===== src/rtl/rv32_mem_arbiter.sv =====
// ---------------------------------------------------------------------------
// rv32_mem_arbiter
//
// Shares one synchronous memory port between the instruction-fetch (IF) and
// data load/store (D) requesters of the rv32 core. One transaction is in
// flight at a time; contention is broken round-robin on the last owner.
//
// Handshake: a requester raises *_req together with its command and holds
// both until it sees a one-cycle *_gnt pulse; the command is latched when the
// grant is decided, so the requester may change or drop req from the grant
// cycle onward. Completion is a one-cycle *_rvalid pulse with *_rdata
// (0 for a D write acknowledge). Requests are only looked at in IDLE.
//
// Ports
//   clk, reset                 clock, asynchronous active-low reset
//   if_req/if_addr             IF request and word address
//   if_gnt/if_rvalid/if_rdata  IF grant pulse, completion pulse, read data
//   d_req/d_we/d_be/d_addr/d_wdata   D request and command
//   d_gnt/d_rvalid/d_rdata     D grant pulse, completion pulse, read data
//   mem_en/mem_we/mem_be/mem_addr/mem_wdata   memory command (registered)
//   mem_rdata                  memory read data, MEM_LATENCY cycles after mem_en
//   dbg_state                  current FSM state for observation
//
// MEM_LATENCY must lie in 1..15 (4-bit wait counter).
// ---------------------------------------------------------------------------
module rv32_mem_arbiter #(
    parameter int ADDR_WIDTH  = 32,
    parameter int DATA_WIDTH  = 32,
    parameter int MEM_LATENCY = 1
) (
    input  logic                    clk,
    input  logic                    reset,
    input  logic                    if_req,
    input  logic [ADDR_WIDTH-1:0]   if_addr,
    output logic                    if_gnt,
    output logic                    if_rvalid,
    output logic [DATA_WIDTH-1:0]   if_rdata,
    input  logic                    d_req,
    input  logic                    d_we,
    input  logic [DATA_WIDTH/8-1:0] d_be,
    input  logic [ADDR_WIDTH-1:0]   d_addr,
    input  logic [DATA_WIDTH-1:0]   d_wdata,
    output logic                    d_gnt,
    output logic                    d_rvalid,
    output logic [DATA_WIDTH-1:0]   d_rdata,
    output logic                    mem_en,
    output logic                    mem_we,
    output logic [DATA_WIDTH/8-1:0] mem_be,
    output logic [ADDR_WIDTH-1:0]   mem_addr,
    output logic [DATA_WIDTH-1:0]   mem_wdata,
    input  logic [DATA_WIDTH-1:0]   mem_rdata,
    output logic [1:0]              dbg_state
);

    localparam int BE_WIDTH = DATA_WIDTH / 8;

    typedef enum logic [1:0] {
        S_IDLE   = 2'd0,
        S_ACCESS = 2'd1,
        S_WAIT   = 2'd2,
        S_RESP   = 2'd3
    } state_t;

    state_t     state;
    state_t     state_nx;
    logic       owner_d;       // 1 = D owns the transaction, 0 = IF
    logic       last_owner_d;  // owner of the last completed transaction
    logic [3:0] lat_cnt;
    logic       any_req;
    logic       pick_d;

    assign any_req   = if_req | d_req;
    // D wins when alone, or on contention when IF was served last.
    assign pick_d    = d_req & (~if_req | ~last_owner_d);
    assign dbg_state = state;

    always_ff @(posedge clk or negedge reset) begin
        if (!reset) begin
            state <= S_IDLE;
        end else begin
            state <= state_nx;
        end
    end

    always_comb begin
        state_nx = state;
        case (state)
            S_IDLE:   if (any_req) state_nx = S_ACCESS;
            S_ACCESS: state_nx = S_WAIT;
            S_WAIT:   if (lat_cnt == 4'd0) state_nx = S_RESP;
            S_RESP:   state_nx = S_IDLE;
            default:  state_nx = S_IDLE;
        endcase
    end

    // All outputs come straight from flops. Grant and mem_en are set on the
    // IDLE->ACCESS edge so they are high exactly during ACCESS; rvalid is set
    // on the WAIT->RESP edge so it is high exactly during RESP.
    always_ff @(posedge clk or negedge reset) begin
        if (!reset) begin
            owner_d      <= 1'b0;
            last_owner_d <= 1'b0;
            lat_cnt      <= 4'd0;
            if_gnt       <= 1'b0;
            d_gnt        <= 1'b0;
            if_rvalid    <= 1'b0;
            d_rvalid     <= 1'b0;
            if_rdata     <= '0;
            d_rdata      <= '0;
            mem_en       <= 1'b0;
            mem_we       <= 1'b0;
            mem_be       <= '0;
            mem_addr     <= '0;
            mem_wdata    <= '0;
        end else begin
            if_gnt    <= 1'b0;
            d_gnt     <= 1'b0;
            mem_en    <= 1'b0;
            if_rvalid <= 1'b0;
            d_rvalid  <= 1'b0;
            case (state)
                S_IDLE: begin
                    if (any_req) begin
                        owner_d   <= pick_d;
                        if_gnt    <= ~pick_d;
                        d_gnt     <= pick_d;
                        mem_en    <= 1'b1;
                        mem_we    <= pick_d ? d_we    : 1'b0;
                        mem_be    <= pick_d ? d_be    : {BE_WIDTH{1'b1}};
                        mem_addr  <= pick_d ? d_addr  : if_addr;
                        mem_wdata <= pick_d ? d_wdata : '0;
                    end
                end
                S_ACCESS: begin
                    lat_cnt <= 4'(MEM_LATENCY - 1);
                end
                S_WAIT: begin
                    if (lat_cnt == 4'd0) begin
                        if (owner_d) begin
                            d_rdata  <= mem_we ? '0 : mem_rdata;
                            d_rvalid <= 1'b1;
                        end else begin
                            if_rdata  <= mem_rdata;
                            if_rvalid <= 1'b1;
                        end
                    end else begin
                        lat_cnt <= lat_cnt - 4'd1;
                    end
                end
                S_RESP: begin
                    last_owner_d <= owner_d;
                end
                default: begin
                end
            endcase
        end
    end

endmodule


===== config.mk =====
export PLATFORM = sky130hd
export DESIGN_NAME = rv32_mem_arbiter
export DESIGN_NICKNAME = d
export VERILOG_FILES = /design/src/rtl/rv32_mem_arbiter.sv
export SDC_FILE = /design/constraint.sdc
export NUM_CORES = 1
export LEC_CHECK = 0
export BUFFER_PORTS_ARGS = -buffer_cell sky130_fd_sc_hd__buf_2
export CORE_ASPECT_RATIO = 1.2
export CORE_MARGIN = 1
export CORE_UTILIZATION = 35
export CTS_BUF_LIST = sky130_fd_sc_hd__clkbuf_2 sky130_fd_sc_hd__clkbuf_4 sky130_fd_sc_hd__clkbuf_8
export CTS_CLUSTER_DIAMETER = 60
export DETAILED_ROUTE_END_ITERATION = 10
export GPL_ROUTABILITY_DRIVEN = 0
export HOLD_SLACK_MARGIN = 0.1
export SLEW_MARGIN = 20
export SYNTH_ARGS = -nofsm -noshare
export SYNTH_HDL_FRONTEND = slang
export SYNTH_SLANG_ARGS = --single-unit
export TNS_END_PERCENT = 5

===== constraint.sdc =====
create_clock -name clk -period 1.9 [get_ports clk]
set_clock_uncertainty 0.2 [all_clocks]
set_input_delay 0 -clock clk [delete_from_list [all_inputs] [get_ports clk]]
set_output_delay 0 -clock clk [all_outputs]
set_load 0.1 [all_outputs]

==> results of run 1 <==
==> kinds of logic after synthesis <==
logic type	count (synthesis)
and+or+nand+nor	85
buffers and inverters	39
adders and majority gates	6
xor gates and xnor gates	1
muxes	65
DFF	146
AOI/OAI and AO/OA	80
==> Yosys cell counts, types with 2 or more instances <==
cell	instances	share of area (%)
nor2b_1	32	3.3
and2_1	13	1.3
buf_6	5	0.93
ha_1	6	1.2
buf_2	12	0.99
a22o_1	33	4.8
a31oi_1	2	0.21
o21ai_0	2	0.16
clkbuf_1	8	0.49
inv_1	11	0.68
nand2_1	6	0.37
and2_0	19	2.0
a21oi_1	2	0.16
nand3_1	5	0.41
dfrtp_1	146	60
mux2_4	29	7.2
buf_12	3	0.99
o22a_1	5	0.72
mux2_2	36	6.7
a221o_1	32	5.3
==> per-stage QoR <==
stage | cells | worst slack (ns)
3_5_place_dp | 915 | -0.221
3_3_place_gp | 915 | -0.130
2_1_floorplan | 422 | -0.328
==> results.ini, run 1 <==
[synthesis]
synth_fa_ha_area_share_pct = 1.23
yosys.area_share.simple_pct = 8.83
ys.flop_type = dfrtp_1
yosysWarnings = 0
synth-compound-area-share_pct = 11.8
synth_xor_area_share_pct = 0.144
ys_ff_latch = 146
yosysSeqAreaShare_pct = 60.1
synth_cell_types = 35
synth_edf_count = 0
synth_top_family_by_area = multiplexers
syn_inst = 422
postSynthAreaPerCell_sq_um = 14.4
netlist_area_sq_um = 6080
synth_fp_nets = 565
synth-async-reset-ratio_pct = 100
synth_mux_area_share_pct = 13.8

[place]
dp_hpwl_microns = 11800
place_area_sq_um = 7930
io_buffers = 276

[clock_network]
cts-buffers-inserted = 17
cts_setup_buffers = 1
cts_hold_buf = 191
cts_sinks = 146
cts_buffer_depth = 2
htreeDepth = 4
cts_resized = 10
root_buffer = clkbuf_8

[outcome]
stop_stage = clock tree synthesis
status = stopped before the end
error = [ERROR RSZ-0060] Max buffer count reached.

[floorplan]
die_h_microns = 146
start_util_pct = 36.0
die_w_microns = 122
io_pins = 277
fp-row-count = 52

==> run 2: changes to the inputs <==
CORE_ASPECT_RATIO = default   (was 1.2)
CORE_UTILIZATION = 20   (was 35)
CTS_BUF_LIST = default   (was sky130_fd_sc_hd__clkbuf_2 sky130_fd_sc_hd__clkbuf_4 sky130_fd_sc_hd__clkbuf_8)
CTS_CLUSTER_DIAMETER = default   (was 60)
HOLD_SLACK_MARGIN = default   (was 0.1)
PLACE_DENSITY_LB_ADDON = 0.15   (was default)
clock period = 2.5 ns   (was 1.9 ns; I/O delays follow)
==> run 2 against run 1 <==
Compared with the run above:
- the flow now finishes without violations
- synthesized area stayed put
- synthesized cell count stayed put
==> results.ini, run 2 <==
[synthesis]
yosysSeqAreaShare_pct = 60.1  ; unchanged
synth_cell_types = 35  ; unchanged
postSynthAreaPerCell_sq_um = 14.4  ; unchanged
synth_fp_nets = 565  ; unchanged
synth.area.top_cells = dfrtp_1 (60%), mux2_4 (7.2%), mux2_2 (6.7%)  ; unchanged
synth_top_cell_by_area = dfrtp_1  ; unchanged
yosysMostFrequentCell = dfrtp_1  ; unchanged
ys_ff_latch = 146  ; unchanged
netlist_area_sq_um = 6080  ; unchanged
synth_edf_count = 0  ; unchanged
synth_common_cells = dfrtp_1 (146), mux2_2 (36), a22o_1 (33)  ; unchanged
ys.flop_type = dfrtp_1  ; unchanged
syn_inst = 422  ; unchanged
yosysWarnings = 0  ; unchanged
synth-async-reset-ratio_pct = 100  ; unchanged
yosys.area.top_type_share_pct = 60.1  ; unchanged

[setup_path]
critical_path.max_stage_delay_ns = 0.40
crit_family = simple AND/OR/NAND/NOR gates
critPathSlowestCell = dfrtp_1
cp_data_required_time_ns = 2.59
crit_fanout = 29
crit_chain = inv_1 -> ha_1 -> nor4bb_4 -> and2b_2 -> buf_12 -> mux2_2
path_class = flip-flop to flip-flop
start_kind = flip-flop
worstPathArrival_ns = 2.28
end_kind = flip-flop
worstPathBufferInverterCount = 2

[clock_network]
clk_latency_ns = 0.41
cts_buffer_depth = 2  ; unchanged
htreeDepth = 4  ; unchanged
root_buffer = clkbuf_16  ; was clkbuf_8
cts_sinks = 146  ; unchanged
cts_hold_buf = 139  ; was 191
cts_setup_buffers = 0  ; was 1
cts_resized = 0  ; was 10
cts_tree = built
cts-buffers-inserted = 17  ; unchanged
clk_pin_slew_ns = 0.06

[place]
dp_hpwl_microns = 12000  ; was 11800 microns
placedCellCount = 1074  ; was 915
io_buffers = 276  ; unchanged

[routing]
vias_per_cell = 4.08
drc = 0
routed_wl_microns = 18400
drt-wirelength-per-cell_microns = 14.8
num_vias = 5088
drt-initial-drc-count = 113
first_pass_iters = 4
ant_nets = 0

[final_layout]
diodes = 0
mostFrequentLayoutCells = buf_2 (275), dfrtp_1 (144), dlygate4sd3_1 (138)
nets = 986
area_growth_pct = 63.2
fill_cells = 3026
drive_gt1_share_pct = 46.5
final_common_cell = buf_2
fin_cells = 1246

[global_routing]
antenna_found_initial = 0
grt_pass1_vias = 5459
grt_max_degree = 68
grt_usage_pct = 11.9
grt_pass1_wl_microns = 28800
grt-ovfl-total = 0

[floorplan]
core-area_sq_um = 29800
io_pins = 277  ; unchanged
die_w_microns = 176  ; was 122 microns
die_h_microns = 176  ; was 146 microns
die_area_sq_um = 31100
fp-row-count = 63  ; was 52
start_util_pct = 20.4  ; was 36.0%

[min_path]
hold_path.class = input pin to flip-flop

[sta]
relSlewSlack_pct = 64.7
setup_tns_ns = 0
report.final.hold_viol_count = 0
rsz0062_at_grt = no
finalMaxSlewViolations = 0
worst_pin_slew_ns = 0.533
setup_viol = 0
max_freq_mhz = 456
period_minus_slack_ns = 2.19
fin_crit_sh_pct = 87.7

[job]
cap_violations = 0

[outcome]
status = completed  ; was stopped before the end

==> run 2: cell counts after synthesis <==
Identical to the previous run, type by type.
==> run 2: logic make-up after synthesis <==
group	count (synthesis)	synth area share (%)
compound gates	80	11.8
flops	146	60.1
mux	65	13.8
fa+ha+maj	6	1.23
xor+xnor	1	0.144
buf+inv	39	4.07
simple gates	85	8.83
==> run 2: cell type report <==
class / count / area, sq um / share of cell area [%]
inverters: 11 / 41.3 / 0.416
clock buffers: 17 / 425 / 4.28
repair buffers: 430 / 2970 / 29.9
multi-input cells: 237 / 2200 / 22.1
clock inverters: 15 / 149 / 1.50
well taps: 390 / 488 / 4.91
flip-flops and latches: 146 / 3660 / 36.8
==> run 2: path summary, 6_finish.rpt <==
| kind | start | endpoint | slack, ns | depth (start not counted) |
|---|---|---|---|---|
| max | lat_cnt[0]$_DFFE_PN0P_ | if_rdata[0]$_DFFE_PN0P_ | 0.31 | 6 |
| min | d_be[1] | mem_be[1]$_DFFE_PN0P_ | 0.14 | 3 |
| max reg2reg | lat_cnt[0]$_DFFE_PN0P_ | if_rdata[0]$_DFFE_PN0P_ | 0.31 | 6 |
| min reg2reg | d_rdata[24]$_DFFE_PN0P_ | d_rdata[24]$_DFFE_PN0P_ | 0.30 | 1 |
| max in group asynchronous | reset | mem_wdata[12]$_DFFE_PN0P_ | 1.24 | 4 |
| min in group asynchronous | reset | d_rdata[6]$_DFFE_PN0P_ | 0.46 | 4 |
==> run 2: stage by stage <==
stage	area [sq um]	worst slack (ns)	hold WS, ns	utilization, %
6_report	9930	0.306	0.141	33.3
5_1_grt	9930	0.165	0.123	33.3
4_1_cts	9900	0.282	0.111	33.2
3_5_place_dp	7930	0.291	-0.312	26.6
3_3_place_gp	7930	0.316	-0.311	26.6
2_1_floorplan	6080	0.140	-0.496	-
==> run 2: routing by layer <==
layer / wire length (microns) / GRT usage (%) / up-vias
li1: - / - / 2363
met1: 8310 / 14.9 / 2489
met2: 8600 / 19.5 / 224
met3: 1250 / 3.60 / 12
met4: 265 / 4.09 / 0
met5: 0 / 0 / -
==> run 2: tightest hold or removal path, delay by kind of cell <==
| kind | cells | cell delay [ns] |
|---|---|---|
| compound gates | 1 | 0.10 |
| buf+inv | 2 | 0.62 |
Power of run 2 is not shown: default switching activity piles up to over one toggle a cycle in this logic, so the estimate is an artifact.
